--- src/rtl/delay_sched_pkg.sv ---
// Shared types, constants and gap arithmetic for the delay scheduler.
// DELAY_CTRL_VAL normally comes from udp_defines; the fallback below keeps
// this slice self-contained when that header is not part of the build.
// Optional feature macro: DELAY_SCHED_RAMP_EN (per-packet gap ramp).
`ifndef DELAY_CTRL_VAL
`define DELAY_CTRL_VAL 8'hFA
`endif

package delay_sched_pkg;

  typedef enum logic [1:0] {
    IDLE   = 2'd0,
    INSERT = 2'd1,
    PASS   = 2'd2
  } sched_state_t;

  localparam int GAP_WIDTH = 40;

  // Bit GAP_WIDTH-1 reads as a negative gap downstream, so never emit it.
  localparam logic [GAP_WIDTH-1:0] GAP_MAX = {1'b0, {(GAP_WIDTH-1){1'b1}}};

  // Any value that would look negative downstream is pinned to GAP_MAX.
  function automatic logic [GAP_WIDTH-1:0] gap_clamp(input logic [GAP_WIDTH-1:0] v);
    return v[GAP_WIDTH-1] ? GAP_MAX : v;
  endfunction

  // Add two gaps and saturate at GAP_MAX instead of wrapping.
  function automatic logic [GAP_WIDTH-1:0] gap_sat_add(input logic [GAP_WIDTH-1:0] a,
                                                       input logic [GAP_WIDTH-1:0] b);
    logic [GAP_WIDTH:0] sum;
    sum = {1'b0, gap_clamp(a)} + {1'b0, gap_clamp(b)};
    return (sum > {1'b0, GAP_MAX}) ? GAP_MAX : sum[GAP_WIDTH-1:0];
  endfunction

endpackage

--- src/rtl/delay_scheduler_if.sv ---
// Word-stream bus (data, ctrl, write strobe, ready) between pipeline stages.
// The master drives data/ctrl/wr and listens to rdy; the slave does the reverse.
interface delay_scheduler_if #(
  parameter int DATA_WIDTH = 64,
  parameter int CTRL_WIDTH = DATA_WIDTH / 8
);
  logic [DATA_WIDTH-1:0] data;
  logic [CTRL_WIDTH-1:0] ctrl;
  logic                  wr;
  logic                  rdy;

  modport master (output data, ctrl, wr, input rdy);
  modport slave  (input data, ctrl, wr, output rdy);
endinterface

--- src/rtl/delay_gap_gen.sv ---
// Gap accumulator: produces gap_k for the header of packet k.
// gap_0 is always 0 so the first packet of a run departs immediately.
// With DELAY_SCHED_RAMP_EN the gap grows by a latched step per packet,
// otherwise it stays at the latched base and no adder is built.
module delay_gap_gen
  import delay_sched_pkg::*;
(
  input  logic                 clk,
  input  logic                 reset,
  input  logic                 load,
  input  logic                 advance,
  input  logic [GAP_WIDTH-1:0] base,
`ifdef DELAY_SCHED_RAMP_EN
  input  logic [GAP_WIDTH-1:0] step,
`endif
  output logic [GAP_WIDTH-1:0] gap_k
);

  logic [GAP_WIDTH-1:0] gap_reg;
  logic [GAP_WIDTH-1:0] next_reg;

`ifdef DELAY_SCHED_RAMP_EN
  logic [GAP_WIDTH-1:0] step_reg;

  // Load clears the index; each advance moves to the next, saturated ramp value.
  always_ff @(posedge clk) begin
    if (!reset) begin
      gap_reg  <= '0;
      next_reg <= '0;
      step_reg <= '0;
    end else if (load) begin
      gap_reg  <= '0;
      next_reg <= gap_clamp(base);
      step_reg <= gap_clamp(step);
    end else if (advance) begin
      gap_reg  <= next_reg;
      next_reg <= gap_sat_add(next_reg, step_reg);
    end
  end
`else
  // Load clears the index; after the first advance the gap sticks at the base.
  always_ff @(posedge clk) begin
    if (!reset) begin
      gap_reg  <= '0;
      next_reg <= '0;
    end else if (load) begin
      gap_reg  <= '0;
      next_reg <= gap_clamp(base);
    end else if (advance) begin
      gap_reg  <= next_reg;
    end
  end
`endif

  assign gap_k = gap_reg;

endmodule

--- src/rtl/delay_scheduler.sv ---
// Packet-train sequencer ahead of the delay stage. Forwards packets unchanged,
// inserting one gap header word (ctrl = DELAY_CTRL_VAL) before each packet,
// and stops after num_pkts packets (0 = run until stopped).
// Optional feature macro: DELAY_SCHED_RAMP_EN adds gap_step and a gap ramp.
module delay_scheduler #(
  parameter int DATA_WIDTH = 64,
  parameter int CTRL_WIDTH = DATA_WIDTH / 8,
  parameter int GAP_WIDTH  = 40,
  parameter int CNT_WIDTH  = 32
) (
  input  logic                 clk,
  input  logic                 reset,
  delay_scheduler_if.slave     in_bus,
  delay_scheduler_if.master    out_bus,
  input  logic                 sched_start,
  input  logic                 sched_stop,
  input  logic [GAP_WIDTH-1:0] gap_base,
`ifdef DELAY_SCHED_RAMP_EN
  input  logic [GAP_WIDTH-1:0] gap_step,
`endif
  input  logic [CNT_WIDTH-1:0] num_pkts,
  output logic                 busy,
  output logic                 done,
  output logic [CNT_WIDTH-1:0] pkt_count
);

  import delay_sched_pkg::*;

  sched_state_t state;
  sched_state_t state_next;

  logic [CNT_WIDTH-1:0]  num_reg;
  logic [CNT_WIDTH-1:0]  count_reg;
  logic [CNT_WIDTH-1:0]  count_inc;
  logic                  stop_pending;
  logic                  seen_payload;
  logic                  done_reg;
  logic [DATA_WIDTH-1:0] data_reg;
  logic [CTRL_WIDTH-1:0] ctrl_reg;
  logic                  wr_reg;
  logic [GAP_WIDTH-1:0]  gap_k;

  logic in_rdy;
  logic accept;
  logic is_eop;
  logic emit_hdr;
  logic start_run;
  logic end_run;

  assign count_inc = count_reg + CNT_WIDTH'(1);
  assign accept    = (state == PASS) && in_bus.wr && out_bus.rdy;
  assign is_eop    = accept && (in_bus.ctrl != '0) && seen_payload;

  delay_gap_gen u_gap_gen (
    .clk     (clk),
    .reset   (reset),
    .load    (start_run),
    .advance (is_eop),
    .base    (gap_base),
`ifdef DELAY_SCHED_RAMP_EN
    .step    (gap_step),
`endif
    .gap_k   (gap_k)
  );

  // Next-state and handshake decode; a stop in INSERT wins over emitting the header.
  always_comb begin
    state_next = state;
    in_rdy     = 1'b0;
    emit_hdr   = 1'b0;
    start_run  = 1'b0;
    end_run    = 1'b0;
    case (state)
      IDLE: begin
        if (sched_start) begin
          start_run  = 1'b1;
          state_next = INSERT;
        end
      end
      INSERT: begin
        if (sched_stop) begin
          end_run    = 1'b1;
          state_next = IDLE;
        end else if (out_bus.rdy) begin
          emit_hdr   = 1'b1;
          state_next = PASS;
        end
      end
      PASS: begin
        in_rdy = out_bus.rdy;
        if (is_eop) begin
          if (stop_pending || sched_stop ||
              ((num_reg != '0) && (count_inc == num_reg))) begin
            end_run    = 1'b1;
            state_next = IDLE;
          end else begin
            state_next = INSERT;
          end
        end
      end
      default: state_next = IDLE;
    endcase
  end

  // State register.
  always_ff @(posedge clk) begin
    if (!reset) state <= IDLE;
    else        state <= state_next;
  end

  // Run bookkeeping: latched limit, packet counter, pending stop, EOP tracking.
  always_ff @(posedge clk) begin
    if (!reset) begin
      num_reg      <= '0;
      count_reg    <= '0;
      stop_pending <= 1'b0;
      seen_payload <= 1'b0;
      done_reg     <= 1'b0;
    end else begin
      done_reg <= end_run;
      if (start_run) begin
        num_reg      <= num_pkts;
        count_reg    <= '0;
        stop_pending <= 1'b0;
      end else begin
        if (end_run)                          stop_pending <= 1'b0;
        else if (state == PASS && sched_stop) stop_pending <= 1'b1;
        if (is_eop) count_reg <= count_inc;
      end
      if (start_run || emit_hdr) seen_payload <= 1'b0;
      else if (accept)           seen_payload <= (in_bus.ctrl == '0);
    end
  end

  // Registered output: either the gap header or a copy of the accepted word.
  always_ff @(posedge clk) begin
    if (!reset) begin
      data_reg <= '0;
      ctrl_reg <= '0;
      wr_reg   <= 1'b0;
    end else begin
      wr_reg <= emit_hdr || accept;
      if (emit_hdr) begin
        data_reg <= DATA_WIDTH'(gap_k);
        ctrl_reg <= CTRL_WIDTH'(`DELAY_CTRL_VAL);
      end else if (accept) begin
        data_reg <= in_bus.data;
        ctrl_reg <= in_bus.ctrl;
      end
    end
  end

  assign in_bus.rdy   = in_rdy;
  assign out_bus.data = data_reg;
  assign out_bus.ctrl = ctrl_reg;
  assign out_bus.wr   = wr_reg;
  assign busy         = (state != IDLE);
  assign done         = done_reg;
  assign pkt_count    = count_reg;

endmodule

--- src/flat_wrapper.sv ---
// flat-port wrapper written by rule: the top's interface ports become plain ports
module delay_scheduler_flat import delay_sched_pkg::*;
#(
  parameter int DATA_WIDTH = 64,
  parameter int CTRL_WIDTH = DATA_WIDTH / 8,
  parameter int GAP_WIDTH  = 40,
  parameter int CNT_WIDTH  = 32
)
  (clk, reset, sched_start, sched_stop, gap_base, num_pkts, busy, done, pkt_count, in_bus_data, in_bus_ctrl, in_bus_wr, in_bus_rdy, out_bus_data, out_bus_ctrl, out_bus_wr, out_bus_rdy);
  delay_scheduler_if #(.DATA_WIDTH(DATA_WIDTH), .CTRL_WIDTH(CTRL_WIDTH)) in_bus_i ();
  delay_scheduler_if #(.DATA_WIDTH(DATA_WIDTH), .CTRL_WIDTH(CTRL_WIDTH)) out_bus_i ();
  input  logic clk;
  input  logic reset;
  input  logic sched_start;
  input  logic sched_stop;
  input  logic [GAP_WIDTH-1:0] gap_base;
  input  logic [CNT_WIDTH-1:0] num_pkts;
  output logic busy;
  output logic done;
  output logic [CNT_WIDTH-1:0] pkt_count;
  input wire logic [$bits(in_bus_i.data)-1:0] in_bus_data;
  input wire logic [$bits(in_bus_i.ctrl)-1:0] in_bus_ctrl;
  input wire logic [$bits(in_bus_i.wr)-1:0] in_bus_wr;
  output wire logic [$bits(in_bus_i.rdy)-1:0] in_bus_rdy;
  output wire logic [$bits(out_bus_i.data)-1:0] out_bus_data;
  output wire logic [$bits(out_bus_i.ctrl)-1:0] out_bus_ctrl;
  output wire logic [$bits(out_bus_i.wr)-1:0] out_bus_wr;
  input wire logic [$bits(out_bus_i.rdy)-1:0] out_bus_rdy;
  assign in_bus_i.data = in_bus_data;
  assign in_bus_i.ctrl = in_bus_ctrl;
  assign in_bus_i.wr = in_bus_wr;
  assign in_bus_rdy = in_bus_i.rdy;
  assign out_bus_data = out_bus_i.data;
  assign out_bus_ctrl = out_bus_i.ctrl;
  assign out_bus_wr = out_bus_i.wr;
  assign out_bus_i.rdy = out_bus_rdy;
  delay_scheduler #(.DATA_WIDTH(DATA_WIDTH), .CTRL_WIDTH(CTRL_WIDTH), .GAP_WIDTH(GAP_WIDTH), .CNT_WIDTH(CNT_WIDTH)) u_core (.clk(clk), .reset(reset), .in_bus(in_bus_i), .out_bus(out_bus_i), .sched_start(sched_start), .sched_stop(sched_stop), .gap_base(gap_base), .num_pkts(num_pkts), .busy(busy), .done(done), .pkt_count(pkt_count));
endmodule
--- config.mk ---
export PLATFORM = sky130hd
export DESIGN_NAME = delay_scheduler_flat
export DESIGN_NICKNAME = d
export VERILOG_FILES = /design/src/rtl/delay_sched_pkg.sv /design/src/rtl/delay_scheduler_if.sv /design/src/rtl/delay_gap_gen.sv /design/src/rtl/delay_scheduler.sv /design/src/flat_wrapper.sv
export SDC_FILE = /design/constraint.sdc
export NUM_CORES = 1
export LEC_CHECK = 0
export CORE_MARGIN = 8
export CORE_UTILIZATION = 30
export CTS_BUF_LIST = sky130_fd_sc_hd__clkbuf_4 sky130_fd_sc_hd__clkbuf_8 sky130_fd_sc_hd__clkbuf_16
export CTS_CLUSTER_SIZE = 28
export DETAILED_ROUTE_END_ITERATION = 6
export HOLD_SLACK_MARGIN = 0.1
export REMOVE_ABC_BUFFERS = 1
export SETUP_SLACK_MARGIN = 0.3
export SLEW_MARGIN = 20
export SYNTH_ARGS = -nofsm -noshare
export SYNTH_HDL_FRONTEND = slang
export SYNTH_HIERARCHICAL = 1
export SYNTH_SLANG_ARGS = --single-unit
--- constraint.sdc ---
create_clock -name clk -period 2.8 [get_ports clk]
set_clock_uncertainty 0.2 [all_clocks]
set_input_delay 0.56 -clock clk [delete_from_list [all_inputs] [get_ports clk]]
set_output_delay 0.56 -clock clk [all_outputs]
set_load 0.02 [all_outputs]
==> summary.md, run 1 <==
| Metric | Value |
|---|---|
| Largest stage delay on the critical path | 490 ps |
| I/O pin count | 258 |
| Share of cell area taken by muxes after synthesis | 4.25% |
| Post-synth ARST share | 0% |
| Total clock buffers created by CTS | 26 |
| Final standard cell area without fillers | 0.0138 mm^2 |
| Pre-Repair DR Iteration Count | 7 |
| Unique masters post-synth | 55 |
| Simple-gate share of the synthesized area | 21.4% |
| Starting DRC count in detailed routing | 509 |
| Achievable frequency | 0.370 GHz |
| Share of total power in combinational logic | 19.9% |
| Growth of design area from synthesis to finish | 46.5% |
| RSZ-0062 raised after global routing | true |
| Detailed-route DRC error count | 0 |
| Fin. max-slew vios | 0 |
| Dominant register cell in the synthesized netlist | dfxtp_1 |
| CTS root buf | clkbuf_16 |
| Data arrival time of the critical path | 2940 ps |
| Detailed-route wire length per cell | 18.7 um |
| Number of clock sinks | 220 |
| Overall routing resource usage | 17.4% |
| Post-route non-filler standard cell count | 1792 |
| Post-synthesis compound-gate area fraction | 16.5% |
| Number of global-route vias before repair | 9025 |
| Number of nets in the layout | 1525 |
| Clock tree from TritonCTS | built |
| Total core area | 0.0312 mm^2 |
| Max-cap violation count | 0 |
| Placed Cells | 1743 |
| Post-DR vias/cell | 5.00 |
| Switching part of the total | 28.6% |
| Flops & latches, synth | 220 |
| Data required time of the critical path | 3040 ps |
| Largest family of logic cells by synthesized area | simple AND/OR/NAND/NOR gates |
| Hold Path Class | primary input to flop |
| Cells after Synth | 1092 |
| XOR/XNOR share of the synthesized area | 5.95% |
| Part of the Yosys area used for sequential elements | 46.8% |
| Maximum fanout along the worst path | 3 |
| Cell with the largest stage delay on the worst path | or4_4 |
| Launching element type of the critical path | flop |
| Clock power share | 39.4% |
| Dpl cell area | 0.0128 mm^2 |
| Power per standard cell area | 654 mW/mm^2 |
| Setup-failing EPs final | 0 |
| Clock Latency Late Sink | 550 ps |
| # hold bufs at CTS | 0 |
| Detail Route Antenna Nets | 0 |
| Portion of total power attributed to sequential cells | 40.6% |
| Setup Total Neg Slack | 0 ps |
| Overall routed net length | 33600 um |
| Die Span Y | 193 um |
| Net switching power of the design | 2580 uW |
| IR Drop Worst-Case VDD | 449 uV |
| Tightest Pin Transition | 853 ps |
| Post-layout minimum cycle time | 2710 ps |
| Final Cycle Share | 96.6% |
| Worst slew margin relative to its limit | 43.1% |
| CTS Buffer Depth | 3 |
| Proportion of layout cells with a drive suffix above 1 | 13.3% |
| Cells traversed along the worst timing path | nand4_1, or3_4, or4_4, and4b_1, o32ai_2, a21oi_1, and4_1, o311a_1 |
| Port Buffers | 257 |
| LEAKAGE | 0.00494 uW |
| Antenna violations before repair | 3 |
| Sum of net half-perimeters after detailed placement | 24100 um |
| Die Width | 193 um |
| Internal power | 6440 uW |
| Max reg flops | 64 |
| Initial Utilization | 30.2% |
| Die area | 0.0373 mm^2 |
| Worst Setup Path Type | flop to flop |
| Synthesized area per cell | 8.62 um^2 |
| Adder-cell area share of the yosys netlist | 0.664% |
| Total global routing overflow | 0 |
| Wire length of the first global-routing pass | 51400 um |
| Placer Congestion | 0.957 |
| Syn Std Cell Area | 0.00942 mm^2 |
| Warnings, synthesis | 6 |
| Flop-to-flop setup slack | 90 ps |
| Number of enable flip-flop cells after synthesis | 0 |
| Total inserted antenna cells | 0 |
| Capturing element type of the critical path | flop |
| Maximum number of pins on one net before global-route repair | 75 |
| Via total after detailed routing | 8965 |
| CTS H-tree lvls | 1 |
| Crit path buf inv count | 0 |
| Crit-path leading delay family | simple AND/OR/NAND/NOR gates |
| Post-CTS clock slew at the launch and capture registers of the worst setup and hold paths | 60 ps |
| Outcome | finished clean |
| FP Rows | 65 |
| Count of final hold-check violations | 0 |
power groups by stage:
stage / registers, uW / logic [uW] / clock network, uW
2_1_floorplan: 3780 / 819 / 0
3_5_place_dp: 3720 / 1800 / 0
3_3_place_gp: 3720 / 1800 / 0
5_1_grt: 3700 / 1950 / 3790
6_report: 3670 / 1800 / 3560
4_1_cts: 3660 / 1820 / 3650
through the flow:
stage               setup slack, ps  total power [uW]  utilization (%)  hold slack [ps]
finish                         94.8              9020             44.2              247
global route                 -0.112              9440             44.2              225
CTS                             105              9130             44.0              214
detailed placement            -35.2              5530             40.9              247
global placement              -34.8              5510             40.9              242
floorplan                     -2110              4600                -              249
final cells by class:
type / count / area (um^2)
sequential: 220 / 4420
tap: 402 / 503
timing repair buffer: 330 / 3240
clock buffer: 34 / 742
fill: 3096 / 17400
inverter: 8 / 30.0
clock inverter: 14 / 178
multi-input combinational: 784 / 4690
Yosys cell counts, drive strengths merged, types with 4 or more instances:
cell type,instances,area (um^2)
or3,15,93.8
a21oi,62,310
nor3,16,80.1
a31oi,7,43.8
clkbuf,54,203
o2111ai,5,43.8
a311oi,41,359
nand2b,4,25.0
nor2,117,439
ha,5,62.6
nand2,245,920
and3,5,31.3
buf,26,178
o21ai,18,90.1
nand4,14,87.6
nor4,16,100
xor2,20,175
o221a,39,439
a21boi,19,143
dfxtp,220,4400
xnor2,44,385
nand3,18,90.1
mux2i,40,400
inv,8,30.0
repair_timing:
| action | in CTS | in global routing |
|---|---|---|
| endpoints found under the setup margin | 6 | 11 |
| gates resized for setup | 22 | 17 |
| gates cloned | 0 | 0 |
| buffers inserted | 1 | 0 |
| pin swaps | 9 | 6 |
cells in the final DEF, fill, tap and decap left out, types with 3 or more instances in the layout:
cell type	netlist	routed
inv_2	1	3
buf_12	0	9
a311oi_1	41	40
clkinv_2	0	7
nor2_1	117	117
clkbuf_8	0	5
and3_1	5	3
nand3_1	18	17
clkinvlp_4	0	3
mux2i_1	40	39
clkdlybuf4s50_1	0	247
a21oi_1	62	61
nor2b_1	3	3
o221a_1	10	10
and2_1	3	3
clkbuf_4	0	3
bufinv_16	0	3
nor4_1	16	14
xor2_1	20	20
nand4_1	14	14
ha_1	5	4
o21ai_0	17	17
inv_1	7	5
xnor2_1	44	44
a21boi_0	19	19
dfxtp_2	0	8
o221a_2	29	29
dfxtp_1	220	211
a31oi_1	7	7
buf_4	6	62
clkbuf_16	0	26
dlymetal6s2s_1	0	5
dlygate4sd2_1	0	3
nand2_1	245	244
or3_1	15	14
nor3_1	16	16
o2111ai_1	5	4
final timing paths:
| kind | from | endpoint | cells after the start |
|---|---|---|---|
| worst min-delay path | reset | u_core/done$_SDFF_PN0_ | 2 |
| worst min register to register | u_core/out_bus.data[52]$_SDFFE_PP0P_ | u_core/out_bus.data[52]$_SDFFE_PP0P_ | 2 |
| worst max-delay path | u_core/pkt_count[7]$_SDFFE_PP0P_ | u_core/done$_SDFF_PN0_ | 8 |
| worst max register to register | u_core/pkt_count[7]$_SDFFE_PP0P_ | u_core/done$_SDFF_PN0_ | 8 |
layer usage:
layer | part of all wire (%) | global-route usage (%) | vias up
met3 | 8.1 | 5.81 | 64
met4 | 2.6 | 4.70 | 6
met5 | 0.12 | 0 | -
met1 | 41 | 20.2 | 4241
li1 | - | - | 4369
met2 | 48 | 30.3 | 285
cell families (layout without fill, tap and decap cells):
logic type / after synthesis / in the layout
buffers and inverters: 88 / 386
AND/OR/NAND/NOR: 469 / 469
flip-flops: 220 / 220
adder cells (fa/ha/maj): 5 / 5
multiplexers: 40 / 40
XOR/XNOR: 64 / 64
other: 1 / 1
AO/OA/AOI/OAI: 205 / 205
Power figures use the tool's default switching activity.
==> inputs of run 2 (changes only) <==
--- a/config.mk
+++ b/config.mk
@@ -11,6 +11,7 @@
 export CTS_CLUSTER_SIZE = 28
 export DETAILED_ROUTE_END_ITERATION = 6
 export HOLD_SLACK_MARGIN = 0.1
+export PLACE_DENSITY_LB_ADDON = 0.3
 export REMOVE_ABC_BUFFERS = 1
 export SETUP_SLACK_MARGIN = 0.3
 export SLEW_MARGIN = 20
==> run 2 against run 1 <==
  * Core utilization down 0.24 points
  * Critical path type unchanged
  * Sequential share of layout area up 0.15 points
  * Largest cell class unchanged
  * Combinational power about the same
  * Worst setup slack worse by 27 ps
  * Clock power down 7.9%
  * Routed wire length down 3.0%
  * Critical path depth up 1
  * Non-clock buffer count up 1
==> summary.md, run 2 (same netlist as run 1, synthesis figures left out) <==
| Metric | Value |
|---|---|
| Outcome | finished clean (unchanged) |
| Data required time of the critical path | 3000 ps (was 3040 ps) |
| CTS H-tree lvls | 1 (unchanged) |
| Hold_ws | 255 ps (was 247 ps) |
| Fin. max-slew vios | 0 (unchanged) |
| Via total after detailed routing | 8876 (was 8965) |
| Number of clock sinks | 220 (unchanged) |
| Number of nets in the layout | 1525 (unchanged) |
| Total global routing overflow | 0 (unchanged) |
| FP Rows | 65 (unchanged) |
| Final standard cell area without fillers | 0.0137 mm^2 (was 0.0138 mm^2) |
| Die Width | 193 um (unchanged) |
| Commonest cells after routing, fill and taps aside | 252 x clkdlybuf4s50_1, 244 x nand2_1, 212 x dfxtp_1, 117 x nor2_1, 63 x buf_4 (was 247 x clkdlybuf4s50_1, 244 x nand2_1, 211 x dfxtp_1, 117 x nor2_1, 62 x buf_4) |
| Maximum number of pins on one net before global-route repair | 75 (unchanged) |
| Max reg flops | 64 (unchanged) |
| Maximum fanout along the worst path | 3 (unchanged) |
| Achievable frequency | 0.366 GHz (was 0.370 GHz) |
| Post-DR vias/cell | 4.96 (was 5.00) |
| CTS root buf | clkbuf_16 (unchanged) |
| Worst slew margin relative to its limit | 43.3% (was 43.1%) |
| Sum of net half-perimeters after detailed placement | 23200 um (was 24100 um) |
| Pre-Repair DR Iteration Count | 5 (was 7) |
| Hold Path Class | flop to flop (was primary input to flop) |
| Pre-CTS setup slack | -91.1 ps (was -35.2 ps) |
| Placer Congestion | 0.886 (was 0.957) |
| Detailed-route wire length per cell | 18.2 um (was 18.7 um) |
| Overall routing resource usage | 16.9% (was 17.4%) |
| LEAKAGE | 0.00481 uW (was 0.00494 uW) |
| Wire length of the first global-routing pass | 50500 um (was 51400 um) |
| Die Span Y | 193 um (unchanged) |
| Setup Total Neg Slack | 0 ps (unchanged) |
| CTS Buffer Depth | 3 (unchanged) |
| Overall routed net length | 32600 um (was 33600 um) |
| Starting DRC count in detailed routing | 462 (was 509) |
| Tightest Pin Transition | 850 ps (was 853 ps) |
| Detailed-route DRC error count | 0 (unchanged) |
| Clock Latency Late Sink | 510 ps (was 550 ps) |
| IR Drop Worst-Case VDD | 402 uV (was 449 uV) |
| Count of final hold-check violations | 0 (unchanged) |
| Most common cell after layout, fill and taps aside | clkdlybuf4s50_1 (unchanged) |
| Post-layout minimum cycle time | 2730 ps (was 2710 ps) |
| Worst Setup Path Type | flop to flop (unchanged) |
| # hold bufs at CTS | 0 (unchanged) |
| Initial Utilization | 30.2% (unchanged) |
| Proportion of layout cells with a drive suffix above 1 | 13.1% (was 13.3%) |
| Power per standard cell area | 636 mW/mm^2 (was 654 mW/mm^2) |
| Antenna violations before repair | 3 (unchanged) |
| Launching element type of the critical path | flop (unchanged) |
| Final Cycle Share | 97.6% (was 96.6%) |
| Total clock buffers created by CTS | 25 (was 26) |
| I/O pin count | 258 (unchanged) |
| Max-cap violation count | 0 (unchanged) |
| Post-CTS clock slew at the launch and capture registers of the worst setup and hold paths | 60 ps (about the same) |
| Total core area | 0.0312 mm^2 (unchanged) |
| Worst setup slack after layout | 67.4 ps (was 94.8 ps) |
| RSZ-0062 raised after global routing | true (unchanged) |
| Setup-failing EPs final | 0 (unchanged) |
| Die area | 0.0373 mm^2 (unchanged) |
| Growth of design area from synthesis to finish | 45.7% (was 46.5%) |
| Port Buffers | 257 (unchanged) |
| Clock tree from TritonCTS | built (unchanged) |
| Dpl cell area | 0.0128 mm^2 (about the same) |
| Data arrival time of the critical path | 2930 ps (was 2940 ps) |
| Detail Route Antenna Nets | 0 (unchanged) |
| Number of global-route vias before repair | 8984 (was 9025) |
| Capturing element type of the critical path | flop (unchanged) |
-- run 2: cell types whose count changed in the layout (fill, tap and decap cells not counted), moves of 2 or more --
cell	before	now
clkbuf_8	5	2
clkdlybuf4s50_1	247	252
clkinv_2	7	3
dlygate4sd2_1	3	1
clkinv_4	0	2
clkbuf_4	3	6
dlymetal6s2s_1	5	2
-- run 2: power breakdown --
group          switching, uW  internal [uW]  total [uW]
logic                    944            855        1800
registers                216           3440        3650
clock network           1330           1950        3280
-- run 2: final cells by class --
type / instances / area, um^2
Inverter: 8 / 30.0
Sequential cell: 220 / 4410
Multi-Input combinational cell: 784 / 4690
Tap cell: 402 / 503
Fill cell: 3121 / 17500
Clock inverter: 12 / 131
Timing Repair Buffer: 331 / 3250
Antenna cell: 1 / 2.50
Clock buffer: 33 / 698
-- run 2: layer usage --
layer	track usage [%]	vias to the layer above	share of wire [%]
met4	3.96	4	1.9
met5	0	-	0.080
met1	21.2	4176	43
li1	-	4383	-
met3	5.02	49	7.8
met2	28.3	264	47
-- run 2: metrics by stage --
stage               cells  util (%)  power (uW)
finish               1791      43.9        8730
global placement     1744      40.9        5490
detailed placement   1744      40.9        5510
floorplan            1012         -        4600
CTS                  1790      43.9        8860
global route         1790      43.9        9150
-- run 2: path summary, 6_finish.rpt --
| check | startpoint | end | slack, ps | cells past startpoint |
|---|---|---|---|---|
| min | u_core/out_bus.data[41]$_SDFFE_PP0P_ | u_core/out_bus.data[41]$_SDFFE_PP0P_ | 250 | 2 |
| min reg2reg | u_core/out_bus.data[41]$_SDFFE_PP0P_ | u_core/out_bus.data[41]$_SDFFE_PP0P_ | 250 | 2 |
| max | u_core/pkt_count[0]$_SDFFE_PP0P_ | u_core/done$_SDFF_PN0_ | 70 | 9 |
| max reg2reg | u_core/pkt_count[0]$_SDFFE_PP0P_ | u_core/done$_SDFF_PN0_ | 70 | 9 |
-- run 2: timing repair --
| item | 4_1_cts | 5_1_grt |
|---|---|---|
| buffers inserted | 1 | 0 |
| pin swaps | 4 | 0 |
| gates resized for setup | 23 | 9 |
| endpoints found under the setup margin | 4 | 5 |
-- run 2: worst max-delay path, cell delays in order (launching register included) --
cell and delay [ps]:
dfxtp_2 360, ha_4 140, and3_4 180, nand4_1 130, or4b_4 560, o211a_1 250
o2111ai_2 220, nor4_2 60, and4_1 230, o311a_1 280
==> inputs of run 3 (changes only) <==
--- a/config.mk
+++ b/config.mk
@@ -6,7 +6,7 @@
 export NUM_CORES = 1
 export LEC_CHECK = 0
 export CORE_MARGIN = 8
-export CORE_UTILIZATION = 30
+export CORE_UTILIZATION = 44
 export CTS_BUF_LIST = sky130_fd_sc_hd__clkbuf_4 sky130_fd_sc_hd__clkbuf_8 sky130_fd_sc_hd__clkbuf_16
 export CTS_CLUSTER_SIZE = 28
 export DETAILED_ROUTE_END_ITERATION = 6
@@ -19,3 +19,4 @@
 export SYNTH_HDL_FRONTEND = slang
 export SYNTH_HIERARCHICAL = 1
 export SYNTH_SLANG_ARGS = --single-unit
+export TNS_END_PERCENT = 1
==> run 3 against run 2 <==
  * Combinational power is 3% lower
  * Core utilization is 20 points higher
  * Design area is 1.9% lower
  * Largest cell class unchanged
  * Largest power group unchanged
  * Critical path depth is 1 lower
  * Worst hold slack worse by 80 ps
  * Power is 3.1% lower
  * Worst setup slack worse by 17 ps
  * Clock power is 6.7% lower
  * Highest routed layer unchanged
  * Fmax is 0.61% lower
==> summary.md, run 3 (same netlist as run 1, synthesis figures left out) <==
| Metric | Value |
|---|---|
| Wire length of the first global-routing pass | 48100 um (was 50500 um) |
| Crit-path leading delay family | simple AND/OR/NAND/NOR gates (unchanged) |
| Post-layout minimum cycle time | 2750 ps (was 2730 ps) |
| Hold Path Class | primary input to flop (was flop to flop) |
| Number of global-route vias before repair | 8900 (was 8984) |
| Post-DR vias/cell | 5.42 (was 4.96) |
| Largest stage delay on the critical path | 530 ps (was 560 ps) |
| LEAKAGE | 0.00476 uW (was 0.00481 uW) |
| Max reg flops | 64 (unchanged) |
| Launching element type of the critical path | flop (unchanged) |
| # hold bufs at CTS | 0 (unchanged) |
| Worst Setup Path Type | flop to flop (unchanged) |
| Overall routing resource usage | 22.4% (was 16.9%) |
| Total core area | 0.0210 mm^2 (was 0.0312 mm^2) |
| Total global routing overflow | 0 (unchanged) |
| Sum of net half-perimeters after detailed placement | 22200 um (was 23200 um) |
| Cell with the largest stage delay on the worst path | or4_4 (was or4b_4) |
| Maximum number of pins on one net before global-route repair | 68 (was 75) |
| RSZ-0062 raised after global routing | true (unchanged) |
| Achievable frequency | 0.364 GHz (was 0.366 GHz) |
| Growth of design area from synthesis to finish | 43.0% (was 45.7%) |
| Data required time of the critical path | 3010 ps (was 3000 ps) |
| Most common cell after layout, fill and taps aside | clkdlybuf4s50_1 (unchanged) |
| Pre-Repair DR Iteration Count | 5 (unchanged) |
| CTS H-tree lvls | 1 (unchanged) |
| FP Rows | 53 (was 65) |
| Max-cap violation count | 0 (unchanged) |
| Total inserted antenna cells | 0 (was 1) |
| Power per standard cell area | 628 mW/mm^2 (was 636 mW/mm^2) |
| Fin. max-slew vios | 0 (unchanged) |
| Maximum fanout along the worst path | 4 (was 3) |
| Final Cycle Share | 98.2% (was 97.6%) |
| Data arrival time of the critical path | 2960 ps (was 2930 ps) |
| Via total after detailed routing | 8997 (was 8876) |
| Detailed-route DRC error count | 0 (unchanged) |
| CTS Buffer Depth | 3 (unchanged) |
| I/O pin count | 258 (unchanged) |
| Starting DRC count in detailed routing | 471 (was 462) |
| Count of final hold-check violations | 0 (unchanged) |
| Total clock buffers created by CTS | 24 (was 25) |
| Cells traversed along the worst timing path | nand4_1, or3_4, or4_4, and4b_1, o32ai_2, a21oi_1, and4_1, o311a_1 (was ha_4, and3_4, nand4_1, or4b_4, o211a_1, o2111ai_2, nor4_2, and4_1, o311a_1) |
| Overall power of the completed layout | 8460 uW (was 8730 uW) |
| Die area | 0.0263 mm^2 (was 0.0373 mm^2) |
| Flop-to-flop setup slack | 50 ps (was 70 ps) |
| Crit path buf inv count | 0 (unchanged) |
| CTS root buf | clkbuf_16 (unchanged) |
| Clock tree from TritonCTS | built (unchanged) |
| Setup Total Neg Slack | 0 ps (unchanged) |
| Post-CTS clock slew at the launch and capture registers of the worst setup and hold paths | 60 ps (about the same) |
| Detail Route Antenna Nets | 0 (unchanged) |
| Detailed-route wire length per cell | 18.6 um (was 18.2 um) |
| IR Drop Worst-Case VDD | 464 uV (was 402 uV) |
| Setup-failing EPs final | 0 (unchanged) |
| Initial Utilization | 44.8% (was 30.2%) |
| Proportion of layout cells with a drive suffix above 1 | 12.3% (was 13.1%) |
| Number of nets in the layout | 1524 (was 1525) |
| Outcome | finished clean (unchanged) |
| Die Width | 162 um (was 193 um) |
| Die Span Y | 162 um (was 193 um) |
| Overall routed net length | 30800 um (was 32600 um) |
| Capturing element type of the critical path | flop (unchanged) |
| Number of clock sinks | 220 (unchanged) |
| Commonest cells after routing, fill and taps aside | 254 x clkdlybuf4s50_1, 244 x nand2_1, 215 x dfxtp_1, 116 x nor2_1, 65 x buf_4 (was 252 x clkdlybuf4s50_1, 244 x nand2_1, 212 x dfxtp_1, 117 x nor2_1, 63 x buf_4) |
| Antenna violations before repair | 3 (unchanged) |
| Clock Latency Late Sink | 530 ps (was 510 ps) |
| Port Buffers | 257 (unchanged) |
| Placer Congestion | 0.936 (was 0.886) |
==> run 3: per-layer routing <==
metal / vias up / track usage, % / part of all wire [%]
met5: - / 0 / 0.10
met4: 6 / 7.87 / 3.0
met3: 64 / 6.05 / 7.9
met2: 301 / 38.1 / 49
met1: 4259 / 26.8 / 41
li1: 4367 / - / -
==> run 3: metrics by stage <==
step | hold slack [ps] | std cells | cell area (um^2) | util [%] | worst slack [ps]
floorplan | 249 | 1012 | 9040 | - | -2110
global placement | 241 | 1616 | 12600 | 60.0 | 51.9
detailed placement | 246 | 1616 | 12600 | 60.0 | -31.8
CTS | 153 | 1657 | 13400 | 63.7 | 37.0
global route | 160 | 1659 | 13500 | 64.0 | 3.20
finish | 175 | 1659 | 13500 | 64.0 | 50.5
==> run 3: repair_timing <==
action | CTS | global route
pin swaps | 1 | 5
resized for setup | 7 | 13
endpoints found under the hold margin | 0 | 0
buffers inserted | 0 | 2
setup endpoints to repair | 5 | 15
==> run 3: final cells by class <==
| class | instances | area (um^2) |
|---|---|---|
| sequential | 220 | 4410 |
| fill | 1775 | 7560 |
| clock inverter | 6 | 55.1 |
| tap | 275 | 344 |
| inverter | 8 | 30.0 |
| timing repair buffer | 331 | 3230 |
| multi-input combinational | 784 | 4670 |
| clock buffer | 35 | 721 |
==> run 3: worst paths after layout <==
check                                                                  to                                  from  cells after the start
worst min-delay path            u_core/u_gap_gen/next_reg[8]$_SDFFE_PN0P_                                 reset                      2
worst min register to register       u_core/out_bus.data[63]$_SDFFE_PP0P_  u_core/out_bus.data[63]$_SDFFE_PP0P_                      2
worst max-delay path                               u_core/done$_SDFF_PN0_      u_core/pkt_count[7]$_SDFFE_PP0P_                      8
worst max register to register                     u_core/done$_SDFF_PN0_      u_core/pkt_count[7]$_SDFFE_PP0P_                      8
==> run 3: power by group <==
group	internal, uW	total (uW)	switching (uW)
Combinational	826	1740	914
Sequential	3440	3660	220
Clock	1790	3060	1270
Total	6050	8460	2410
